`src/rtl/escape_codec_if.sv`:
```
// escape_codec_if: UART FIFO and debug TAP signals around the byte-stuffing codec.
interface escape_codec_if #(parameter int DATA_W = 8);
    logic [DATA_W-1:0] data_rec_i;
    logic              rx_empty_i;
    logic              read_o;
    logic              tx_ready_i;
    logic [DATA_W-1:0] data_send_o;
    logic              write_o;
    logic              read_i;
    logic              cmd_rec_o;
    logic [DATA_W-1:0] data_rec_o;
    logic              rx_empty_o;
    logic              write_i;
    logic [DATA_W-1:0] data_send_i;
    logic              cmd_send_i;
    logic [DATA_W-1:0] cmd_i;
    logic              tx_ready_o;
    logic              err_clr_i;
    logic [1:0]        err_o;
    modport master (
        output data_rec_i, rx_empty_i, tx_ready_i, read_i, write_i, data_send_i, cmd_send_i, cmd_i, err_clr_i,
        input  read_o, data_send_o, write_o, cmd_rec_o, data_rec_o, rx_empty_o, tx_ready_o, err_o
    );
    modport slave (
        input  data_rec_i, rx_empty_i, tx_ready_i, read_i, write_i, data_send_i, cmd_send_i, cmd_i, err_clr_i,
        output read_o, data_send_o, write_o, cmd_rec_o, data_rec_o, rx_empty_o, tx_ready_o, err_o
    );
endinterface

```
`src/rtl/escape_codec.sv`:
```
// escape_codec: escape-sequence decoder with FWFT word queue (RX) and escaping encoder (TX).
module escape_codec #(
    parameter int                DATA_W   = 8,
    parameter logic [DATA_W-1:0] ESC      = 8'hB1,
    parameter int                RX_DEPTH = 4
) (
    input logic           clk_i,
    input logic           rst_ni,
    escape_codec_if.slave bus
);
    localparam int AW = $clog2(RX_DEPTH);
    localparam int CW = AW + 1;
    typedef enum logic {R_IDLE, R_ESC} rx_state_t;
    typedef enum logic [1:0] {T_IDLE, T_FIRST, T_SECOND} tx_state_t;
    rx_state_t         rx_state;
    tx_state_t         tx_state;
    logic [DATA_W:0]   mem [RX_DEPTH];
    logic [AW-1:0]     wr_ptr, rd_ptr;
    logic [CW-1:0]     count;
    logic              full, empty, push, pop_tap;
    logic [DATA_W:0]   head;
    logic [2*DATA_W-1:0] tx_sh;
    logic              tx_two;
    logic [1:0]        err, err_set;
    assign full    = count == CW'(RX_DEPTH);
    assign empty   = count == '0;
    assign bus.read_o = rst_ni & ~bus.rx_empty_i & ~full;
    // The leading ESC of a pair produces no word; the second symbol does.
    assign push    = bus.read_o & (rx_state == R_ESC | bus.data_rec_i != ESC);
    assign pop_tap = bus.read_i & ~empty;
    assign head    = empty ? '0 : mem[rd_ptr];
    assign {bus.cmd_rec_o, bus.data_rec_o} = head;
    assign bus.rx_empty_o = empty;
    always_ff @(posedge clk_i)
        if (push) mem[wr_ptr] <= {rx_state == R_ESC && bus.data_rec_i != ESC, bus.data_rec_i};
    always_ff @(posedge clk_i or negedge rst_ni)
        if (!rst_ni) begin
            rx_state <= R_IDLE;
            wr_ptr   <= '0;
            rd_ptr   <= '0;
            count    <= '0;
        end else begin
            if (bus.read_o) rx_state <= (rx_state == R_IDLE && bus.data_rec_i == ESC) ? R_ESC : R_IDLE;
            if (push) wr_ptr <= wr_ptr + 1'b1;
            if (pop_tap) rd_ptr <= rd_ptr + 1'b1;
            count <= count + CW'(push) - CW'(pop_tap);
        end
    assign bus.tx_ready_o  = tx_state == T_IDLE;
    assign bus.write_o     = tx_state != T_IDLE & bus.tx_ready_i;
    assign bus.data_send_o = tx_state == T_FIRST  ? tx_sh[2*DATA_W-1:DATA_W] :
                             tx_state == T_SECOND ? tx_sh[DATA_W-1:0] : '0;
    assign err_set = {bus.read_i & empty, tx_state == T_IDLE & bus.cmd_send_i & bus.cmd_i == ESC};
    assign bus.err_o = err;
    // Data X is loaded as {X, ESC}; only X==ESC needs the second symbol.
    always_ff @(posedge clk_i or negedge rst_ni)
        if (!rst_ni) begin
            tx_state <= T_IDLE;
            tx_sh    <= '0;
            tx_two   <= 1'b0;
            err      <= '0;
        end else begin
            err <= (err & ~{2{bus.err_clr_i}}) | err_set;
            case (tx_state)
                T_IDLE:
                    if (bus.cmd_send_i) begin
                        if (bus.cmd_i != ESC) begin
                            tx_sh    <= {ESC, bus.cmd_i};
                            tx_two   <= 1'b1;
                            tx_state <= T_FIRST;
                        end
                    end else if (bus.write_i) begin
                        tx_sh    <= {bus.data_send_i, ESC};
                        tx_two   <= bus.data_send_i == ESC;
                        tx_state <= T_FIRST;
                    end
                T_FIRST:  if (bus.tx_ready_i) tx_state <= tx_two ? T_SECOND : T_IDLE;
                T_SECOND: if (bus.tx_ready_i) tx_state <= T_IDLE;
                default:  tx_state <= T_IDLE;
            endcase
        end
endmodule

```
`src/flat_wrapper.sv`:
```
// flat-port wrapper written by rule: the top's interface ports become plain ports
module escape_codec_flat 
#(
    parameter int                DATA_W   = 8,
    parameter logic [DATA_W-1:0] ESC      = 8'hB1,
    parameter int                RX_DEPTH = 4
)
  (clk_i, rst_ni, bus_data_rec_i, bus_rx_empty_i, bus_tx_ready_i, bus_read_i, bus_write_i, bus_data_send_i, bus_cmd_send_i, bus_cmd_i, bus_err_clr_i, bus_read_o, bus_data_send_o, bus_write_o, bus_cmd_rec_o, bus_data_rec_o, bus_rx_empty_o, bus_tx_ready_o, bus_err_o);
  escape_codec_if #(.DATA_W(DATA_W)) bus_i ();
  input logic clk_i;
  input logic rst_ni;
  input wire logic [$bits(bus_i.data_rec_i)-1:0] bus_data_rec_i;
  input wire logic [$bits(bus_i.rx_empty_i)-1:0] bus_rx_empty_i;
  input wire logic [$bits(bus_i.tx_ready_i)-1:0] bus_tx_ready_i;
  input wire logic [$bits(bus_i.read_i)-1:0] bus_read_i;
  input wire logic [$bits(bus_i.write_i)-1:0] bus_write_i;
  input wire logic [$bits(bus_i.data_send_i)-1:0] bus_data_send_i;
  input wire logic [$bits(bus_i.cmd_send_i)-1:0] bus_cmd_send_i;
  input wire logic [$bits(bus_i.cmd_i)-1:0] bus_cmd_i;
  input wire logic [$bits(bus_i.err_clr_i)-1:0] bus_err_clr_i;
  output wire logic [$bits(bus_i.read_o)-1:0] bus_read_o;
  output wire logic [$bits(bus_i.data_send_o)-1:0] bus_data_send_o;
  output wire logic [$bits(bus_i.write_o)-1:0] bus_write_o;
  output wire logic [$bits(bus_i.cmd_rec_o)-1:0] bus_cmd_rec_o;
  output wire logic [$bits(bus_i.data_rec_o)-1:0] bus_data_rec_o;
  output wire logic [$bits(bus_i.rx_empty_o)-1:0] bus_rx_empty_o;
  output wire logic [$bits(bus_i.tx_ready_o)-1:0] bus_tx_ready_o;
  output wire logic [$bits(bus_i.err_o)-1:0] bus_err_o;
  assign bus_i.data_rec_i = bus_data_rec_i;
  assign bus_i.rx_empty_i = bus_rx_empty_i;
  assign bus_i.tx_ready_i = bus_tx_ready_i;
  assign bus_i.read_i = bus_read_i;
  assign bus_i.write_i = bus_write_i;
  assign bus_i.data_send_i = bus_data_send_i;
  assign bus_i.cmd_send_i = bus_cmd_send_i;
  assign bus_i.cmd_i = bus_cmd_i;
  assign bus_i.err_clr_i = bus_err_clr_i;
  assign bus_read_o = bus_i.read_o;
  assign bus_data_send_o = bus_i.data_send_o;
  assign bus_write_o = bus_i.write_o;
  assign bus_cmd_rec_o = bus_i.cmd_rec_o;
  assign bus_data_rec_o = bus_i.data_rec_o;
  assign bus_rx_empty_o = bus_i.rx_empty_o;
  assign bus_tx_ready_o = bus_i.tx_ready_o;
  assign bus_err_o = bus_i.err_o;
  escape_codec #(.DATA_W(DATA_W), .ESC(ESC), .RX_DEPTH(RX_DEPTH)) u_core (.clk_i(clk_i), .rst_ni(rst_ni), .bus(bus_i));
endmodule
```
`config.mk`:
```
export PLATFORM = sky130hd
export DESIGN_NAME = escape_codec_flat
export DESIGN_NICKNAME = d
export VERILOG_FILES = /design/src/rtl/escape_codec_if.sv /design/src/rtl/escape_codec.sv /design/src/flat_wrapper.sv
export SDC_FILE = /design/constraint.sdc
export NUM_CORES = 1
export LEC_CHECK = 0
export ABC_CLOCK_PERIOD_IN_PS = 4200
export CAP_MARGIN = 20
export CORE_ASPECT_RATIO = 0.6
export CORE_MARGIN = 4
export CORE_UTILIZATION = 51
export CTS_BUF_LIST = sky130_fd_sc_hd__clkbuf_16
export CTS_CLUSTER_DIAMETER = 100
export DETAILED_ROUTE_END_ITERATION = 8
export PLACE_DENSITY = 0.78
export SETUP_SLACK_MARGIN = 0.1
export SLEW_MARGIN = 40
export SYNTH_ARGS = -nofsm -noshare
export SYNTH_HDL_FRONTEND = slang
export SYNTH_SLANG_ARGS = --single-unit
export TNS_END_PERCENT = 50
```
`constraint.sdc`:
```
create_clock -name clk_i -period 4.2 [get_ports clk_i]
set_input_delay 0.42 -clock clk_i [delete_from_list [all_inputs] [get_ports clk_i]]
set_output_delay 0.42 -clock clk_i [all_outputs]
set_load 0.03 [all_outputs]
```
Word-level counts from Yosys, hierarchy flattened
Memory sizes are Yosys's and may differ from the RTL's.
Index checks and enable logic that the tools add are counted.
{ "totals": {"register_bits": 29, "latchBits": 0, "mem_bits_rw": 36, "rom_bits": 0, "out_inout_bits": 23, "wordCells": 69, "memories": 1} }
{ "classes": {"n_addsub": 4, "n_mul": 0, "div": 0, "order_cmp": 0, "eq_ne": 13, "shifts": 0, "mux": 19, "bitwise": 16, "reduce_logical": 8} }
{ "memory_table": {"columns": ["name", "depth", "word_bits", "rd", "rd_clocked_by_memory_dff", "write_ports", "line", "source"], "rows": [
  ["u_core.mem", 4, 9, 1, 0, 1, "escape_codec.sv:17", "logic [DATA_W:0] mem [RX_DEPTH];"]
]} }
{ "op_table": {"columns": ["op", "n"], "rows": [
  ["16-bit 2-to-1 mux", 3],
  ["8-bit == test (second input constant)", 3],
  ["8-bit 2-to-1 mux", 2],
  ["8-bit inequality test (second input constant)", 2],
  ["2-bit 2-to-1 mux", 6],
  ["9-bit 2-to-1 mux", 1],
  ["1-bit bitwise AND", 8],
  ["1-bit 2-to-1 mux", 6],
  ["2-bit one-hot mux with 3 select lines", 1],
  ["2-bit by 1-bit adder with 2-bit output (second input constant)", 2],
  ["2-bit inequality test (second input constant)", 2],
  ["1-bit inverter", 4],
  ["4-bit AND reduction", 1],
  ["2-bit nonzero test", 2],
  ["3-bit by 1-bit adder with 3-bit output", 1],
  ["3-bit == test (second input constant)", 1],
  ["3-bit logical NOT", 1],
  ["3-bit by 2-bit inequality test with 1-bit output (second input constant)", 1],
  ["3-bit inequality test (second input constant)", 1],
  ["3-bit AND reduction", 1],
  ["3-bit by 1-bit subtractor with 3-bit output", 1],
  ["2-bit bitwise AND", 1],
  ["2-bit by 1-bit == test with 1-bit output (second input constant)", 1],
  ["2-bit == test (second input constant)", 1],
  ["other kinds (6)", 7]
]} }

Longest topological paths before layout
{ "depth": {"depth_word": 6, "ltp_mapped": 8} }

Least setup slack after synthesis
No wires, ideal clock.
{ "synth_path": {"path_kind": "reg2reg", "from": "register u_core.count[1]", "to": "register u_core.count[2]", "t_arrival_ns": 1.882, "path_slack_ns": 2.196, "path_stages_with_launch": 9, "cell_sequence": "dfrtp_1 -> nor3_1 -> nor2b_1 -> ha_1 -> inv_1 -> ha_1 -> fa_1 -> xnor2_1 -> xnor2_1"} }
{ "synth_between": {"elab_cells_between_ends": 9, "classes_between": "add/sub: 2; eq/ne: 1; bitwise: 5; reduce/logical: 1"} }
{ "synth_rtl": {"columns": ["item", "line", "source"], "rows": [
  ["from (decl)", "escape_codec.sv:19", "logic [CW-1:0] count;"],
  ["from (signal assigned)", "escape_codec.sv:46", "count <= count + CW'(push) - CW'(pop_tap);"],
  ["3-bit logical NOT", "escape_codec.sv:26", "assign empty = count == '0;"],
  ["1-bit inverter", "escape_codec.sv:30", "assign pop_tap = bus.read_i & ~empty;"],
  ["1-bit bitwise AND", "escape_codec.sv:30", null],
  ["via u_core.pop_tap", "escape_codec.sv:20", "logic full, empty, push, pop_tap;"],
  ["3-bit by 1-bit subtractor with 3-bit output", "escape_codec.sv:46", null]
]} }
The timed path passes the listed nets, and every way through them passes these cells.
A chain may end at the register's enable or synchronous reset.

Worst setup path in the final report
{ "layout_path": {"from": "register u_core.rd_ptr[0]", "to": "output bus_data_rec_o[2]"} }
{ "layout_between": {"elab_chain_cells": 2} }
{ "layout_lines": {"columns": ["item", "line", "source"], "rows": [
  ["from (decl)", "escape_codec.sv:18", "logic [AW-1:0] wr_ptr, rd_ptr;"],
  ["from (signal assigned)", "escape_codec.sv:45", "if (pop_tap) rd_ptr <= rd_ptr + 1'b1;"],
  ["memory 4 x 9 bit", null, null],
  ["9-bit 2-to-1 mux", "escape_codec.sv:31", "assign head = empty ? '0 : mem[rd_ptr];"],
  ["to (decl)", "flat_wrapper.sv:25", "output wire logic [$bits(bus_i.data_rec_o)-1:0] bus_data_rec_o;"]
]} }
Every way passes these cells.

==> flow_metrics.py <==
metrics = {
    "status": {
        "outcome": "completed",
    },
    "global_routing": {
        "grt_pass1_vias": 2040,
        "grt_max_degree": 31,
        "antenna_found_initial": 0,
        "track_usage_pct": 21.6,
        "grt_overflow": 0,
        "grt_pass1_wl_um": 11500,
    },
    "timing": {
        "skew_ns": 0.00368,
        "finalMaxSlewViolations": 0,
        "post-route-min-period_ns": 2.86,
        "worst_slack_ns": 1.34,
        "hold_viol": 0,
        "finalCritPeriodShare_pct": 68.2,
        "worst_pin_slew_ns": 0.667,
        "rsz0062_at_grt": "no",
        "slew_headroom_pct": 54.9,
        "max_freq_ghz": 0.349,
        "fin_setup_tns_ns": 0,
        "setup_viol": 0,
    },
    "synth": {
        "synth_top_area_share_pct": 35.1,
        "synth_edf_count": 36,
        "synth_cells": 217,
        "synth_largest_area_cell": "edfxtp_1",
        "syn-num-nets": 256,
        "synthArstFlopShare_pct": 44.6,
        "ys_types": 47,
        "synth_area_per_cell_um2": 14.2,
        "ys_ff_latch": 65,
        "synthesis.area_um2": 3080,
        "synth_flop_cell": "edfxtp_1",
        "yosysSeqAreaShare_pct": 58.6,
        "synthTopCellsByCount": "36 x edfxtp_1, 29 x dfrtp_1, 12 x nand3_1, 12 x nor2b_1, 10 x inv_1",
        "yosysMostFrequentCell": "edfxtp_1",
        "synth.area.top_cells": "edfxtp_1 35%, dfrtp_1 24%, mux4_2 6.6%, ha_1 2.4%, nor2b_1 2.4%",
        "yosysWarnings": 0,
    },
    "floorplanning": {
        "num_io_pins": 55,
        "die_h_um": 68.2,
        "die_area_um2": 7390,
        "row_count": 21,
        "start_util_pct": 54.0,
        "die_x_um": 108,
        "core_um2": 5700,
    },
    "cells_and_area": {
        "finish.net_count": 312,
        "antenna_cells": 0,
        "multi_input_area_um2": 1140,
        "syn_to_final_growth_pct": 27.7,
        "fill_cells": 404,
        "fin_area_um2": 3940,
        "register_area_um2": 1810,
        "drive_gt1_share_pct": 15.1,
    },
    "place": {
        "pre_cts_ws_ns": 1.36,
        "placed_area_um2": 3650,
        "dpl.hpwl_um": 4940,
        "port-buffer-count": 54,
        "place_congestion": 0.852,
    },
    "power": {
        "clkPwrFrac_pct": 24.1,
        "leakage_nw": 1.47,
        "ir_drop_v": 0.000373,
        "power.internal_mw": 1.86,
        "seqPwrFrac_pct": 34.8,
        "p_total_mw": 2.94,
        "pwr-share-comb_pct": 41.2,
        "switching_share_pct": 36.8,
        "switchingPower_mw": 1.08,
        "p_per_area_nw_per_um2": 747,
    },
    "worst_setup_path": {
        "r2r-end": "u_core.count[2]",
        "critPathMaxFanout": 11,
        "cp.arrival_ns": 2.44,
        "r2r_cells": 9,
        "path_class": "reg -> out",
        "cp.required_ns": 3.78,
        "worstSetupStartpointType": "flip-flop",
        "regToRegSetupSlack_ns": 1.79,
        "crit_path_end_kind": "primary output",
        "r2r_start": "u_core.count[1]",
    },
    "cts": {
        "root_buffer": "clkbuf_16",
        "cts_tree": "yes",
        "cts_setup_buffers": 0,
        "clock_latency_ns": 0.33,
        "cts.sinks": 65,
        "path_clk_slew_ns": 0.05,
        "clock_path_buffers": 2,
        "htreeDepth": 3,
        "cts-hold-fix-buffers": 0,
        "cts_resized": 0,
        "numCtsBuffers": 9,
    },
    "worst_hold_path": {
        "min_path_type": "in -> async",
    },
    "detailed_routing": {
        "drc": 0,
        "drt_first_iter_violations": 182,
        "wl_per_cell_um": 19.9,
        "routed_wl_um": 7120,
        "vias_per_cell": 5.89,
        "ant_nets": 0,
        "num_vias": 2107,
        "firstDrtPassIters": 4,
    },
    "job": {
        "drv_cap": 0,
    },
}
## metal layers
metal,vias to the layer above,global-route usage (%),part of all wire [%]
met5,-,0,0
li1,949,-,-
met3,11,7.73,9.4
met4,0,6.30,1.5
met2,96,29.6,44
met1,1051,32.1,45
## sequential cells by signal (all words and copies together), names as in the netlist, 2 cells and up
name,flops
u_core.mem,36
u_core.count,3
u_core.tx_state,2
u_core.tx_sh,16
u_core.bus.err_o,2
u_core.rd_ptr,2
u_core.wr_ptr,2
## critical path: stages, from the launching register on
cell and delay (ns):
dfrtp_1 0.77, mux4_2 0.59, nor2b_1 0.15, clkdlybuf4s50_1 0.60
## area by class of cell
class                           count  area share [%]
Multi-Input combinational cell    130            28.9
Sequential cell                    65            45.9
Clock buffer                        9            5.72
Timing Repair Buffer               56            14.1
Clock inverter                      7            1.59
Tap cell                           80            2.54
Inverter                           11            1.24
## metrics by stage
stage	hold WS (ns)	utilization [%]	instances
after floorplan	0.124	-	217
after global placement	0.501	64.0	342
after detailed placement	0.500	64.0	342
after CTS	0.493	69.0	358
after global routing	0.517	69.0	358
final	0.481	69.0	358
## worst max-delay path by stage
stage	cells after the start	to	start
6_report	3	bus_data_rec_o[2]	u_core.rd_ptr[0]
5_1_grt	3	bus_data_rec_o[2]	u_core.rd_ptr[0]
4_1_cts	3	bus_data_rec_o[2]	u_core.rd_ptr[0]
3_5_place_dp	5	u_core.mem[2][3]	rst_ni
3_3_place_gp	5	bus_read_o	rst_ni
2_1_floorplan	8	u_core.count[2]	u_core.count[1]
## cell usage in the layout, fill, tap and decap left out, types with 3 or more instances in the layout
master,instances
ha_1,6
o221a_1,4
or2_2,3
o21ai_0,9
clkbuf_16,9
nand4_1,8
o221a_2,4
nand2_1,6
nor2b_1,12
nor2_1,5
inv_1,11
clkdlybuf4s50_1,54
edfxtp_1,36
dfrtp_1,29
mux4_2,9
xnor2_1,4
nand3_1,12
a21o_1,8
and2_1,4
a22o_1,8
## power by group through the flow
stage          combinational (mW)  clock [mW]  sequential (mW)
2_1_floorplan               0.868           0            0.938
3_3_place_gp                 1.17           0             1.02
3_5_place_dp                 1.20           0             1.02
4_1_cts                      1.22       0.720             1.02
5_1_grt                      1.30       0.756             1.04
6_report                     1.21       0.708             1.02
## cells by family (layout without fill, tap and decap cells)
family	after synthesis	count (layout)	share of synthesized area, %
and+or+nand+nor	67	67	14.0
DFF	65	65	58.6
AOI/OAI and AO/OA	41	41	11.5
buffers and inverters	22	83	4.47
muxes	10	10	6.94
adders and majority gates	7	7	3.09
xor gates and xnor gates	5	5	1.42
Note: power is estimated with default switching activity, not from simulation.
==> RTL edit: new RTL, same flow settings <==
`RX_DEPTH` is set to 4 in 2 places; all go to 2.
--- a/src/rtl/escape_codec.sv
+++ b/src/rtl/escape_codec.sv
@@ -3,5 +3,5 @@
     parameter int                DATA_W   = 8,
     parameter logic [DATA_W-1:0] ESC      = 8'hB1,
-    parameter int                RX_DEPTH = 4
+    parameter int                RX_DEPTH = 2
 ) (
     input logic           clk_i,
--- a/src/flat_wrapper.sv
+++ b/src/flat_wrapper.sv
@@ -4,5 +4,5 @@
     parameter int                DATA_W   = 8,
     parameter logic [DATA_W-1:0] ESC      = 8'hB1,
-    parameter int                RX_DEPTH = 4
+    parameter int                RX_DEPTH = 2
 )
   (clk_i, rst_ni, bus_data_rec_i, bus_rx_empty_i, bus_tx_ready_i, bus_read_i, bus_write_i, bus_data_send_i, bus_cmd_send_i, bus_cmd_i, bus_err_clr_i, bus_read_o, bus_data_send_o, bus_write_o, bus_cmd_rec_o, bus_data_rec_o, bus_rx_empty_o, bus_tx_ready_o, bus_err_o);
Formal check against the unedited RTL: not equivalent (a bounded check fails within 4 cycles, from zero or initial values and one cycle with rst_ni low).
==> RTL edit against the original RTL <==
Combinational power is 21% lower. Global-route usage shrank 1.0 points. Cell count is 14% lower. Sequential cell count down 21. Wire length is 28% lower. Worst setup slack improved by 54 ps. Total power shrank 31%. Design area shrank 26%. Sequential power decreased by 31%. Area after synthesis is 29% lower. Die area is 26% lower. Largest cell class unchanged. Largest power group unchanged.
==> RTL edit: results (changes against the original RTL) <==
| Metric | Value |
|---|---|
| Met2 usage | `28.4% (was 29.6%)` |
| GR Layer Usage met1 | `31.6% (was 32.1%)` |
| Sequential area share after synthesis | `54.2% (was 58.6%)` |
| Largest net degree at the start of global routing | `28 (was 31)` |
| Worst flop-to-flop path endpoint | `u_core.count[1]$_DFF_PN0_ (was u_core.count[2]$_DFF_PN0_)` |
| CTS buffer count | `5 (was 9)` |
| Status | `finished, final reports clean (unchanged)` |
| Most instantiated cells after synthesis | `26 x dfrtp_1, 18 x edfxtp_1, 15 x nor2_1, 14 x nand3_1, 11 x nor4_1 (was 36 x edfxtp_1, 29 x dfrtp_1, 12 x nand3_1, 12 x nor2b_1, 10 x inv_1)` |
| Global placement routability congestion | `0.783 (was 0.852)` |
| Vias in the first global route | `1622 (was 2040)` |
| Initial drt markers | `104 (was 182)` |
| Synth Area in Compound Gates | `10.9% (was 11.5%)` |
| Global-route wire length before repair | `8400 microns (was 11500 microns)` |
| Syn Nets | `234 (was 256)` |
| DRT Wirelength | `5120 microns (was 7120 microns)` |
| XOR/XNOR Fraction of Synth Area | `1.59% (was 1.42%)` |
| Critical-path top delay cell | `clkdlybuf4s50_1 (was dfrtp_1)` |
| Nets | `282 (was 312)` |
| Met3 Usage GRT | `3.83% (was 7.73%)` |
| Post-synthesis mux area share | `4.10% (was 6.94%)` |
| Share of layout cells above drive strength 1 | `7.23% (was 15.1%)` |
| Crit path from | `u_core.tx_state[1]$_DFFE_PN0P_ (was u_core.rd_ptr[0]$_DFFE_PN0P_)` |
| Slowest stage delay, CP | `680 ps (was 770 ps)` |
| EDFF count, synth | `18 (was 36)` |
| FF-to-FF setup slack | `2320 ps (was 1790 ps)` |
| Vias | `1760 (was 2107)` |
| Min-Delay Path Class | `flop to flop (was primary input to async pin)` |
| Worst-Skew Late Latency | `280 ps (was 330 ps)` |
| Critical Path End | `bus_write_o (was bus_data_rec_o[2])` |
| Final period utilization | `66.9% (was 68.2%)` |
| Post-synth ARST share | `59.1% (was 44.6%)` |
| CTS H-Tree Depth | `2 (was 3)` |
| Worst IR drop on VDD | `0.375 mV (was 0.373 mV)` |
| Setup Skew | `6.83 ps (was 3.68 ps)` |
| Worst slew pin tran | `842 ps (was 667 ps)` |
| Leakage | `1.13 nW (was 1.47 nW)` |
| WL met1 | `2430 microns (was 3220 microns)` |
| Fillers | `324 (was 404)` |
| Dpl hpwl | `3840 microns (was 4940 microns)` |
| Worst slack, placed | `1360 ps (about the same)` |
==> RTL edit: worst min path at each step <==
stage	slack, ps	end	depth (start not counted)	start
after global routing	550	u_core.wr_ptr$_DFFE_PN0N_	1	u_core.wr_ptr$_DFFE_PN0N_
final	520	u_core.wr_ptr$_DFFE_PN0N_	1	u_core.wr_ptr$_DFFE_PN0N_
after CTS	500	u_core.wr_ptr$_DFFE_PN0N_	1	u_core.wr_ptr$_DFFE_PN0N_
after floorplan	120	u_core.bus.err_o[0]$_DFF_PN0_	0	rst_ni
after global placement	490	u_core.count[1]$_DFF_PN0_	1	u_core.count[1]$_DFF_PN0_
after detailed placement	490	u_core.wr_ptr$_DFFE_PN0N_	1	u_core.wr_ptr$_DFFE_PN0N_
==> RTL edit: worst max-delay path, delay by kind of cell (launching register included) <==
family | cells | cell delay [ps]
AND/OR/NAND/NOR | 2 | 710
buffers and inverters | 2 | 990
flip-flops | 1 | 400
==> RTL edit: report_power, final <==
part | internal, mW | switching (mW)
clock | 0.215 | 0.148
combinational | 0.403 | 0.554
sequential | 0.587 | 0.117
total | 1.20 | 0.819
==> RTL edit: stage by stage <==
stage	instances	hold slack [ps]	utilization, %
2_1_floorplan	200	124	-
3_3_place_gp	301	489	66.8
3_5_place_dp	301	489	66.8
4_1_cts	309	499	70.1
5_1_grt	309	553	70.3
6_report	309	519	70.3
==> RTL edit: area by class of cell <==
| type | count | share of cell area, % |
|---|---|---|
| inverter | 9 | 1.16 |
| tap | 60 | 2.58 |
| timing repair buffer | 56 | 19.1 |
| sequential | 44 | 40.9 |
| multi-input combinational | 132 | 31.6 |
| clock inverter | 3 | 0.430 |
| clock buffer | 5 | 4.30 |
